<file path="src/rtl/tx_multibuf_master.sv">
`default_nettype none
// ============================================================================
//  tx_multibuf_master : N-slot buffered serial transmit master with
//                       round-robin arbitration, ack timeout and bounded retry
//  Revision 1.0
// ============================================================================
module tx_multibuf_master #(
  parameter int DATA_W      = 32,
  parameter int NUM_BUF     = 4,
  parameter int ADDR_W      = 4,
  parameter int ACK_TIMEOUT = 16,
  parameter int MAX_RETRY   = 3
) (
  input  logic               clk,
  input  logic               rst,
  input  logic               write,
  input  logic [ADDR_W-1:0]  addr,
  input  logic [DATA_W-1:0]  TXIn,
  input  logic               StartTX,
  input  logic               Ackrecvd,
  output logic               TXout,
  output logic [NUM_BUF-1:0] TXBuffValid,
  output logic               busy,
  output logic               done,
  output logic               err,
  output logic [ADDR_W-1:0]  cur_slot
);

  localparam int c_IW = (NUM_BUF > 1) ? $clog2(NUM_BUF) : 1;
  localparam int c_BW = $clog2(DATA_W + 1);
  localparam int c_TW = $clog2(ACK_TIMEOUT + 1);
  localparam int c_RW = $clog2(MAX_RETRY + 2);

  localparam logic [ADDR_W:0] c_NBUF  = (ADDR_W+1)'(NUM_BUF);
  localparam logic [c_BW-1:0] c_BLAST = c_BW'(DATA_W - 1);
  localparam logic [c_TW-1:0] c_TLAST = c_TW'(ACK_TIMEOUT - 1);
  localparam logic [c_RW-1:0] c_RMAX  = c_RW'(MAX_RETRY);

  typedef enum logic [2:0] {
    S_IDLE  = 3'd0,
    S_START = 3'd1,
    S_DATA  = 3'd2,
    S_STOP  = 3'd3,
    S_WAIT  = 3'd4
  } state_t;

  state_t              r_state;
  logic [DATA_W-1:0]   r_buf [NUM_BUF];
  logic [NUM_BUF-1:0]  r_valid;
  logic [DATA_W-1:0]   r_shift;
  logic [DATA_W-1:0]   r_hold;
  logic [c_BW-1:0]     r_bitcnt;
  logic [c_TW-1:0]     r_tocnt;
  logic [c_RW-1:0]     r_retry;
  logic [ADDR_W-1:0]   r_ptr;

  logic                w_wr_ok;
  logic [c_IW-1:0]     w_waddr;
  logic [c_IW-1:0]     w_cur;
  logic [ADDR_W:0]     w_idx;
  logic [ADDR_W:0]     w_inc;
  logic [ADDR_W-1:0]   w_sel;
  logic [ADDR_W-1:0]   w_ptr_nxt;
  logic                w_found;

  // The slot in flight is locked against host overwrites until it retires.
  assign w_wr_ok   = write && ({1'b0, addr} < c_NBUF) && !(busy && (addr == cur_slot));
  assign w_waddr   = addr[c_IW-1:0];
  assign w_cur     = cur_slot[c_IW-1:0];
  assign w_inc     = {1'b0, cur_slot} + 1'b1;
  assign w_ptr_nxt = (w_inc >= c_NBUF) ? '0 : w_inc[ADDR_W-1:0];

  // Round-robin scan: first valid slot at or after the pointer, wrapping.
  always_comb begin
    w_found = 1'b0;
    w_sel   = '0;
    w_idx   = '0;
    for (int i = 0; i < NUM_BUF; i++) begin
      w_idx = {1'b0, r_ptr} + (ADDR_W+1)'(i);
      if (w_idx >= c_NBUF) w_idx = w_idx - c_NBUF;
      if (!w_found && r_valid[w_idx[c_IW-1:0]]) begin
        w_found = 1'b1;
        w_sel   = w_idx[ADDR_W-1:0];
      end
    end
  end

  always_ff @(posedge clk) begin
    if (w_wr_ok) r_buf[w_waddr] <= TXIn;
  end

  always_ff @(posedge clk) begin
    if (rst) begin
      r_state  <= S_IDLE;
      TXout    <= 1'b1;
      r_valid  <= '0;
      busy     <= 1'b0;
      done     <= 1'b0;
      err      <= 1'b0;
      cur_slot <= '0;
      r_ptr    <= '0;
      r_retry  <= '0;
      r_bitcnt <= '0;
      r_tocnt  <= '0;
      r_shift  <= '0;
      r_hold   <= '0;
    end else begin
      done <= 1'b0;
      err  <= 1'b0;
      if (w_wr_ok) r_valid[w_waddr] <= 1'b1;
      case (r_state)
        S_IDLE: begin
          if (StartTX && w_found) begin
            r_state  <= S_START;
            TXout    <= 1'b0;
            busy     <= 1'b1;
            cur_slot <= w_sel;
            r_shift  <= r_buf[w_sel[c_IW-1:0]];
            r_hold   <= r_buf[w_sel[c_IW-1:0]];
          end
        end
        S_START: begin
          r_state  <= S_DATA;
          TXout    <= r_shift[DATA_W-1];
          r_shift  <= r_shift << 1;
          r_bitcnt <= '0;
        end
        S_DATA: begin
          if (r_bitcnt == c_BLAST) begin
            r_state <= S_STOP;
            TXout   <= 1'b1;
          end else begin
            TXout    <= r_shift[DATA_W-1];
            r_shift  <= r_shift << 1;
            r_bitcnt <= r_bitcnt + 1'b1;
          end
        end
        S_STOP: begin
          r_state <= S_WAIT;
          r_tocnt <= '0;
        end
        S_WAIT: begin
          if (Ackrecvd) begin
            r_valid[w_cur] <= 1'b0;
            done           <= 1'b1;
            r_ptr          <= w_ptr_nxt;
            r_retry        <= '0;
            r_state        <= S_IDLE;
            busy           <= 1'b0;
          end else if (r_tocnt == c_TLAST) begin
            if (r_retry < c_RMAX) begin
              r_retry <= r_retry + 1'b1;
              r_state <= S_START;
              TXout   <= 1'b0;
              r_shift <= r_hold;
            end else begin
              r_valid[w_cur] <= 1'b0;
              err            <= 1'b1;
              r_ptr          <= w_ptr_nxt;
              r_retry        <= '0;
              r_state        <= S_IDLE;
              busy           <= 1'b0;
            end
          end else begin
            r_tocnt <= r_tocnt + 1'b1;
          end
        end
        default: r_state <= S_IDLE;
      endcase
    end
  end

  assign TXBuffValid = r_valid;

endmodule
`default_nettype wire

</file>
<file path="config.mk">
export PLATFORM = sky130hd
export DESIGN_NAME = tx_multibuf_master
export DESIGN_NICKNAME = d
export VERILOG_FILES = /design/src/rtl/tx_multibuf_master.sv
export SDC_FILE = /design/constraint.sdc
export NUM_CORES = 1
export LEC_CHECK = 0
export ABC_CLOCK_PERIOD_IN_PS = 5000
export BUFFER_PORTS_ARGS = -buffer_cell sky130_fd_sc_hd__buf_4
export CAP_MARGIN = 20
export CELL_PAD_IN_SITES_DETAIL_PLACEMENT = 0
export CELL_PAD_IN_SITES_GLOBAL_PLACEMENT = 2
export CORE_MARGIN = 2
export CORE_UTILIZATION = 44
export CTS_CLUSTER_SIZE = 16
export DETAILED_ROUTE_END_ITERATION = 8
export PLACE_DENSITY = 0.86
export SLEW_MARGIN = 20
export SYNTH_ARGS = -nofsm -noshare
export SYNTH_HDL_FRONTEND = slang
export SYNTH_SLANG_ARGS = --single-unit
export TNS_END_PERCENT = 100
</file>
<file path="constraint.sdc">
create_clock -name clk -period 5 [get_ports clk]
set_input_delay 0.75 -clock clk [delete_from_list [all_inputs] [get_ports clk]]
set_output_delay 0.75 -clock clk [all_outputs]
set_load 0.005 [all_outputs]
</file>
# Yosys cells after proc, flatten, opt, wreduce, memory -nomap -nowiden
# Memories as Yosys holds them, arrays and structs flattened.
# Index checks and enable logic that the tools add are counted.
[word_totals] register_bits=97 mem_bits_rw=128 output_inout_bits=12 word_cells=161 memories=1
[classes] n_addsub=11 order_cmp=15 n_eq_ne=17 n_mux=69 bitwise_logic=5 n_reduce_logical=30
[mem_list] memory="r_buf" words=4 word_bits=32 rd=1 rd_clocked_by_memory_dff=0 wr=1 line_no="48" text="logic [DATA_W-1:0] r_buf [NUM_BUF];"
[op_table] cell="$mux 32" n=5
[op_table] cell="$pmux 32 s4" n=1
[op_table] cell="$mux 4" n=18
[op_table] cell="$mux 1" n=24
[op_table] cell="$mux 3" n=7
[op_table] cell="$ge 5x3->1 const B" n=4
[op_table] cell="$lt 2x3->1 const B" n=6
[op_table] cell="$ne 2x2->1 const B" n=8
[op_table] cell="$sub 4x3->4 const B" n=4
[op_table] cell="$pmux 3 s5" n=1
[op_table] cell="$pmux 6 s2" n=1
[op_table] cell="$add 4x1->5 const B" n=2
[op_table] cell="$add 4x2->5 const B" n=2
[op_table] cell="$mux 5" n=2
[op_table] cell="$pmux 5 s2" n=1
[op_table] cell="$logic_and 1x1->1" n=9
[op_table] cell="$reduce_and 3->1" n=3
[op_table] cell="$bmux 1 s2" n=4
[op_table] cell="$reduce_bool 2->1" n=4
[op_table] cell="$add 6x1->6 const B" n=1
[op_table] cell="$eq 3x2->1 const B" n=2
[op_table] cell="$eq 6x5->1 const B" n=1
[op_table] cell="$mux 6" n=1
[op_table] cell="$ne 3x3->1 const B" n=2
[op_table] cell="26 further kinds" n=34

# Depth between registers and ports, before layout
[depth] ltp_word=17 ltp_mapped=15 ltp_nobuf=11

# Worst setup path after synthesis
# Ideal clock, no wire load.
[synth_timing] path_kind="reg2reg" startpoint="reg r_ptr[0]" endpoint="reg r_shift[10]" setup_time_ns=0.136 arrival_time_ns=3.139 required_time_ns=4.864 path_slack_ns=1.725 path_stages_with_launch=15 n_path_buf=6 path_cell_list="dfxtp_1 buf_6 inv_1 clkbuf_1 clkbuf_1 ha_1 buf_2 mux4_2 nand2b_1 buf_2 clkbuf_1 a31oi_1 nor3_1 o21ai_1 o311ai_1"
[synth_via] elab_chain_cells=17 elab_cells_between_ends=43 classes_between="add/sub: 7; order compare: 4; eq/ne: 1; mux: 22; reduce/logical: 8; memory: 1"
[synth_rtl] item="start: declaration" line_no="55" text="logic [ADDR_W-1:0] r_ptr;"
[synth_rtl] item="start signal: assignment" line_no="146" text="r_ptr <= w_ptr_nxt;"
[synth_rtl] item="start signal: assignment" line_no="159" text="r_ptr <= w_ptr_nxt;"
[synth_rtl] item="branches (longest 17 deep; another with $add 4x1->5)"
[synth_rtl] item="end signal: assignment" line_no="118" text="r_shift <= r_buf[w_sel[c_IW-1:0]];"
[synth_rtl] item="end signal: assignment" line_no="125" text="r_shift <= r_shift << 1;"
[synth_rtl] item="end signal: assignment" line_no="134" text="r_shift <= r_shift << 1;"
[synth_rtl] item="end: declaration" line_no="50" text="logic [DATA_W-1:0] r_shift;"
# Parallel ways; which one is timed is not known. The select of a mux whose other input is x is not followed.
# A chain may end at the register's enable or synchronous reset.

# Final worst setup path
[layout_timing] startpoint="reg r_ptr[0]" endpoint="reg r_shift[22]"
# The elaborated chain is that of the path after synthesis.

==> results.tsv <==
stage	metric	value	unit
status	status	complete, no violations	
synth	ys_seq_area_share	51.4	%
place	dp_cells	1415	
synth	ys_async_sr_fraction	0	%
min_path	hp-class	in2reg	
critical_path	path_delay_family	compound AO/OA/AOI/OAI gates	
place	dpl_worst_slack	1220	ps
critical_path	cpPeakStageDelay	750	ps
timing	tns	0	ps
critical_path	cp.depth	8	
timing	fin_crit_sh	75.6	%
drt	num_vias	9256	
layout	seq_area	5790	um^2
critical_path	critPathRequiredTime	5450	ps
layout	multi_input_area	4920	um^2
critical_path	cp_cell_sequence	inv_1 -> ha_1 -> mux4_2 -> nor2_2 -> and4bb_1 -> o21ba_2 -> o21ai_1 -> o211ai_1	
synth	synth.distinct_cells	69	
clock_network	postCtsSetupBuffers	0	
layout	fin_nets	1174	
layout	drive_above_1_share	12.8	%
place	placed_area	11800	um^2
grt	grt.met1_usage	33.4	%
clock_network	post_cts_resized	0	
job	maxCapViolCount	0	
clock_network	numCtsBuffers	25	
power	leakagePower	0.00424	uW
critical_path	cp.arrival	4230	ps
timing	finalSetupViolCount	0	
clock_network	cts_tree	yes	
timing	relSlewSlack	28.0	%
synth	avgSynthCellArea	10.0	um^2
power	power-per-cell-area	333	nW/um^2
timing	fmax	0.265	GHz
synth	synth_nets	1187	
timing	fin_ws	1220	ps
critical_path	endpoint_kind	register	
layout	n_antenna_cell	0	
timing	hold_violations	0	
die	ios	53	
clock_network	cts.sinks	225	
clock_network	cts_root_buffer	clkbuf_16	
die	die-area	26900	um^2
die	die_x	164	um
layout	finalCoreUtilization	50.1	%
grt	grt_pass1_wl	51300	um
layout	fill_cells	2311	
synth	ys_ff_latch	225	
timing	skew	18.5	ps
critical_path	crit_fanout	31	
synth	synth_top_area_share	34.2	%
synth	synth_edf_count	128	
synth	synthFlopType	edfxtp_1	
layout	final_cells	1461	
clock_network	cts.htree.levels	1	
timing	min_period	3780	ps
clock_network	ctsHoldBuffers	0	
synth	synth_largest_area_cell	edfxtp_1	
place	io_buffers	52	
place	globalplace.congestion	0.772	
critical_path	critPathLaunchType	register	
critical_path	rr_worst_depth	8	
critical_path	critPathBufInv	1	
timing	slew_viol_final	0	
timing	worst_slew_pin_slew	1080	ps
drt	wl_per_cell	22.5	um
min_path	whs_path_depth	1	
critical_path	r2r_slack	1220	ps
grt	grt_start_max_net_pins	72	
synth	syn_area	11300	um^2
clock_network	clock_path_buffers	3	
critical_path	slowest_stage	o21ba_2	
clock_network	clock_latency	540	ps
synth	synthesis.instances	1125	
drt	drc	0	
die	core	25100	um^2
drt	drt-total-wl	32800	um
drt	drt-pass1-iter-count	5	
synth	yosysWarnings	0	
grt	track_usage	24.4	%
grt	grt.busiest_layer	met2	
drt	drt_iter0_drc	938	
grt	met2_usage	41.4	%
layout	design_area	12600	um^2
power	ir_drop	0.248	mV
die	initial_core_util	44.8	%
grt	met3_usage	2.85	%
timing	rsz0062_at_grt	no	
die	fp-row-count	58	
synth	synthTopCellsByArea	edfxtp_1 34%, dfxtp_1 17%, nand3_1 5.8%	
grt	overflow	0	
grt	antenna_found_initial	0	
drt	avgViaCountPerCell	6.34	
critical_path	critical_path_class	reg2reg	
place	dp_hpwl	18200	um
clock_network	path_clk_slew	60	ps
grt	first_global_vias	8889	
drt	drtAntennaViolNets	0	
layout	syn_to_final_growth	11.8	%
die	die_h	164	um
-- cell type report --
| cell class | count | area share (%) |
|---|---|---|
| timing repair buffer | 74 | 4.62 |
| clock inverter | 10 | 1.02 |
| clock buffer | 36 | 5.38 |
| inverter | 17 | 0.507 |
| sequential | 225 | 46.0 |
| multi-input combinational | 769 | 39.2 |
| tap | 330 | 3.28 |
-- cells by family (layout without fill, tap and decap cells) --
logic type	after synthesis	after routing	share of synthesized area, %
XOR/XNOR	12	12	0.934
buffers and inverters	131	137	5.45
flip-flops	225	225	51.4
AO/OA/AOI/OAI	355	355	22.1
AND/OR/NAND/NOR	362	362	15.5
multiplexers	19	19	2.22
adder cells (fa/ha/maj)	21	21	2.34
-- worst paths after layout --
kind                                from                        to
setup reg to reg   r_ptr[0]$_SDFFE_PP0P_  r_shift[22]$_SDFFE_PP0P_
hold / removal                  TXIn[20]    r_buf[0][20]$_DFFE_PP_
setup / recovery   r_ptr[0]$_SDFFE_PP0P_  r_shift[22]$_SDFFE_PP0P_
hold reg to reg   r_hold[3]$_SDFFE_PP0P_    r_hold[3]$_SDFFE_PP0P_
-- cell usage after synthesis, types with 4 or more instances --
cell and n:
o311ai_1 28, xor2_1 5, nor2_1 71, inv_1 17
o21ai_0 42, a211oi_1 66, mux2i_1 9, nand3_1 131
buf_6 11, o211ai_1 8, nand4_1 6, dfxtp_1 97
xnor2_1 7, clkbuf_1 69, nand2_1 47, nand2b_1 7
ha_1 21, a31oi_1 32, buf_2 30, mux2_2 5
edfxtp_1 128, and3_1 4, a22o_1 4, o22a_1 32
a21oi_1 47, mux4_2 4, a221oi_1 28, nor3_1 73
a22oi_1 6, o21ai_1 32
-- where the power goes --
| part | internal [uW] | switching, uW | total [uW] |
|---|---|---|---|
| clock network | 1090 | 737 | 1830 |
| logic | 113 | 180 | 292 |
| registers | 2020 | 42.1 | 2060 |
| total | 3220 | 959 | 4180 |
-- registers in the layout, summed over array words and instances, names as in the netlist --
name,count
TXBuffValid,4
TXout,1
busy,1
cur_slot,4
done,1
err,1
r_bitcnt,6
r_buf,128
r_hold,32
r_ptr,4
r_retry,3
r_shift,32
r_state,3
r_tocnt,5
-- cell usage in the layout, fill, tap and decap left out, types with 4 or more instances in the layout --
| master | n |
|---|---|
| nand2b_1 | 6 |
| mux2_2 | 5 |
| and3_1 | 4 |
| ha_1 | 21 |
| a31oi_1 | 32 |
| a22oi_1 | 6 |
| xor2_1 | 5 |
| o22a_1 | 32 |
| xnor2_1 | 7 |
| inv_1 | 17 |
| mux2i_1 | 9 |
| clkbuf_1 | 10 |
| mux4_2 | 4 |
| buf_4 | 72 |
| nor3_1 | 72 |
| o211ai_1 | 8 |
| clkbuf_16 | 25 |
| o311ai_1 | 28 |
| a22o_1 | 4 |
| a221oi_1 | 28 |
| edfxtp_1 | 128 |
| o21ai_0 | 42 |
| a211oi_1 | 66 |
| nand4_1 | 6 |
| a21oi_1 | 46 |
| dfxtp_1 | 96 |
| nor2_1 | 66 |
| nand2_1 | 47 |
| o21ai_1 | 31 |
| clkinv_2 | 6 |
| nor2_4 | 4 |
| nand3_1 | 131 |
-- layer usage --
layer	vias up	wire, um
met4	0	565
met1	4555	14500
met2	322	15800
met3	39	1870
li1	4340	-
met5	-	0
-- per-stage QoR --
step	power [uW]	hold slack, ps
after floorplan	2270	426
after CTS	4220	394
after global placement	2390	436
after detailed placement	2390	445
final	4180	412
after global routing	4330	396
(Power assumes the default switching activity.)
